==> config.mk <==
export PLATFORM = sky130hd
export DESIGN_NAME = mxu_pe
export DESIGN_NICKNAME = d
export VERILOG_FILES = /design/src/rtl/mxu_pe.sv
export SDC_FILE = /design/constraint.sdc
export NUM_CORES = 1
export LEC_CHECK = 0
export ABC_CLOCK_PERIOD_IN_PS = 7110
export BUFFER_PORTS_ARGS = -buffer_cell sky130_fd_sc_hd__buf_2
export CAP_MARGIN = 20
export CORE_UTILIZATION = 59
export CTS_CLUSTER_SIZE = 20
export DETAILED_ROUTE_END_ITERATION = 8
export PLACE_DENSITY = 0.82
export SLEW_MARGIN = 10
export SYNTH_ARGS = -nofsm -noshare
export SYNTH_HDL_FRONTEND = slang
export SYNTH_SLANG_ARGS = --single-unit
==> constraint.sdc <==
create_clock -name clk -period 7.11 [get_ports clk]
set_clock_uncertainty 0.15 [all_clocks]
set_input_delay 0.711 -clock clk [delete_from_list [all_inputs] [get_ports clk]]
set_output_delay 0.711 -clock clk [all_outputs]
set_load 0.03 [all_outputs]
==> src/rtl/mxu_pe.sv <==
// mxu_pe: systolic MXU processing element (weight delay line, signed MAC, load forwarding, activation return path).
// Define MXU_PE_SATURATE_EN for a saturating final add; the default build wraps modulo 2^24.
module mxu_pe #(
    parameter logic [7:0] Y_INDEX = 8'd0
) (
    input  logic        clk,
    input  logic        rst,
    input  logic        load_phase,
    input  logic [7:0]  load_weight_target_y,
    input  logic [7:0]  load_weight,
    input  logic [7:0]  activation,
    input  logic [23:0] partial_sum,
    output logic [23:0] result,
    output logic        phase_out,
    output logic [7:0]  load_weight_target_y_out,
    output logic [7:0]  weight_out,
    output logic [7:0]  activation_out_bw
);
    logic signed [7:0] m0, m1, m2, m3, s1, s2, s3, w1;
    logic [23:0] p1;
    logic signed [15:0] prod;
    logic [24:0] sum;
    logic [23:0] acc;
    logic load;
    assign load = load_phase && (load_weight_target_y == Y_INDEX);
    assign prod = s1 * w1;
    // One guard bit so the sign disagreement of sum[24] and sum[23] flags overflow
    assign sum = {{9{prod[15]}}, prod} + {p1[23], p1};
`ifdef MXU_PE_SATURATE_EN
    assign acc = (sum[24] ^ sum[23]) ? {sum[24], {23{~sum[24]}}} : sum[23:0];
`else
    assign acc = sum[23:0];
`endif
    always_ff @(posedge clk) begin
        if (rst) begin
            {m0, m1, m2, m3, s1, s2, s3, w1} <= '0;
            p1 <= '0;
            result <= '0;
            phase_out <= 1'b0;
            load_weight_target_y_out <= '0;
            weight_out <= '0;
            activation_out_bw <= '0;
        end else begin
            m0 <= load ? load_weight : m3;
            m1 <= m0;
            m2 <= m1;
            m3 <= m2;
            s1 <= activation;
            s2 <= s1;
            s3 <= s2;
            activation_out_bw <= s3;
            w1 <= m3;
            p1 <= partial_sum;
            result <= acc;
            phase_out <= load_phase;
            load_weight_target_y_out <= load_weight_target_y;
            weight_out <= load_weight;
        end
    end
endmodule

==> run summary <==
status - completed
Post-DRT Antenna Nets - 0
initial cell density of the core - 61.4%
antenna fix cells - 0
CTS root buffer - clkbuf_16
async set or reset register ratio after synthesis - 0%
most frequent cells in the layout - 137 x dfxtp_1, 115 x nor2b_1, 104 x fa_1
pre-CTS WS - 1.58 ns
post-synth top area cell - dfxtp_1
crit start category - flop
Seq/Total Area, Yosys - 34.8%
total number of vias - 5060
Post-CTS Setup Repair Bufs - 0
CP Cell Sequence - and2_1 -> fa_1 -> fa_1 -> fa_1 -> fa_1 -> ha_1 -> ha_1 -> a21o_2 -> a211oi_2 -> o21ai_1 -> nand2b_1 -> a21oi_1 -> mux2_1
Num CTS Buffers - 17
PortBufs - 99
largest net degree at the start of global routing - 81
# Max-Cap Violations - 0
Die X - 118 um
crit path DAT - 5.74 ns
GP Congestion - 0.862
initial antenna violation count - 0
DRT iter0 DRCs - 217
Hold Slack - 0.285 ns
synthesized area - 7870 um2
min Tclk post-route - 5.58 ns
Hold Vio Cnt, Final - 0
maximum VDD drop - 0.149 mV
Yosys warnings - 0
final wirelength - 14400 um
slowest cell delay on critical path - 0.75 ns
Slowest-stage cell, CP - and2_1
first-pass GRT wire length - 24600 um
Ports - 100
Overflow after GRT - 0
final setup fails - 0
Mean Syn Cell Area - 11.1 um2
vias per cell - 5.08
row count - 41
CTS tree - yes
Slew @ Worst Pin - 0.877 ns
crit path max fanout - 16
Yosys cell types - 47
WL/cell - 14.5 um
Crit. End Element - flop
WP data required - 7.27 ns
final-layout fill cell count - 908
HPWL after detailed placement - 10600 um
Synth Net Count - 920
CTS Buffer Depth - 2
post-cts resize count - 0
Core Box Area - 12800 um2
PD cells - 201 nW/um2
CTS HTree Levels - 4
Largest delay share family, worst path - adder cells
most common cell after layout, fill and taps aside - dfxtp_1
vias in the first global route - 5341
Synth Instances - 711
Final Max Slew Viols - 0
Area Overhead vs Synth - 15.8%
Post-synth EDFFs - 0
overall power - 1.83 mW
clock sinks - 137
Final WS setup - 1.53 ns
critical path type - reg -> reg
Top Registers - p1 x24, result x24
most used cell, CP - fa_1
Pre-Repair DR Iteration Count - 4
DRC errors left - 0
die height - 118 um
share of cells above drive strength 1 - 16.9%
RSZ-0062 raised after global routing - no
nets@finish - 1020
Clock Pin Slew Worst Setup and Hold Paths - 0.06 ns
Clock Latency Late Sink - 0.43 ns
fmax - 0.179 GHz
top cells by area, synth - dfxtp_1 35%, fa_1 26%, nor2b_1 9.1%
ys flop type - dfxtp_1
gr usage total - 22.9%
#FFs+latches synth - 137
fin crit share - 78.5%
Final TNS setup - 0 ns
Min-Delay Path Class - reg -> reg
leak pwr - 4.70 nW
slew margin rel. - 41.5%
WP buf/inv - 0
hold-fix buffers at CTS - 0
Die ar. - 13800 um2
area share of the largest cell type after synthesis - 34.8%
==> Yosys cell counts (4+ instances only) <==
| cell type | number |
|---|---|
| o21bai_1 | 4 |
| and2_1 | 37 |
| ha_1 | 54 |
| xnor2_1 | 11 |
| a21o_1 | 8 |
| nor4_1 | 4 |
| mux2i_1 | 9 |
| nor2_1 | 30 |
| a31oi_1 | 4 |
| inv_1 | 80 |
| o21ai_1 | 4 |
| a21oi_1 | 12 |
| dfxtp_1 | 137 |
| clkbuf_1 | 18 |
| nor3_1 | 4 |
| nor2b_1 | 115 |
| fa_1 | 104 |
| and3_1 | 5 |
| xor2_1 | 8 |
| nand2_1 | 25 |
==> final cells by class <==
class	count	area, um2	share of cell area (%)
clock inverter	13	170	1.87
tap	172	215	2.36
timing repair buffer	101	513	5.63
clock buffer	19	433	4.75
inverter	81	304	3.34
sequential	137	2740	30.1
multi-input combinational	473	4740	52.0
==> layer usage <==
metal	wire length, um	global-route usage (%)	vias to the layer above
met1	5810	27.2	2467
met4	481	11.1	0
met5	0	0	-
met2	7460	39.1	131
li1	-	-	2425
met3	649	5.47	37
==> worst reg2reg max path: cells and delay by family (launching register included) <==
kind / cells / cell delay [ns]
flops: 1 / 0.47
fa+ha+maj: 6 / 2.73
mux: 1 / 0.34
simple gates: 2 / 0.93
compound gates: 4 / 0.85
==> report_power, final <==
group	leakage, nW	internal [mW]	switching (mW)
combinational	3.30	0.0516	0.0774
clock	0.278	0.555	0.344
sequential	1.12	0.793	0.0138
total	4.70	1.40	0.436
==> worst paths after layout <==
check	start	endpoint	slack, ns	depth (start not counted)
setup / recovery	s1[7]	result[19]	1.53	13
hold / removal	s2[4]	s3[4]	0.29	1
setup reg to reg	s1[7]	result[19]	1.53	13
hold reg to reg	s2[4]	s3[4]	0.29	1
==> logic make-up after synthesis <==
family / after synthesis / share of synthesized area, %
xor+xnor: 19 / 2.11
simple gates: 234 / 17.0
flops: 137 / 34.8
buf+inv: 101 / 4.96
mux: 11 / 1.43
fa+ha+maj: 158 / 35.0
compound gates: 51 / 4.59
==> per-stage QoR <==
stage	util (%)	instances	instance area, um2
after floorplan	-	711	7870
after global placement	66.4	964	8510
after detailed placement	66.4	964	8510
after CTS	71.1	996	9120
after global routing	71.1	996	9120
final	71.1	996	9120
(Power assumes the default switching activity.)
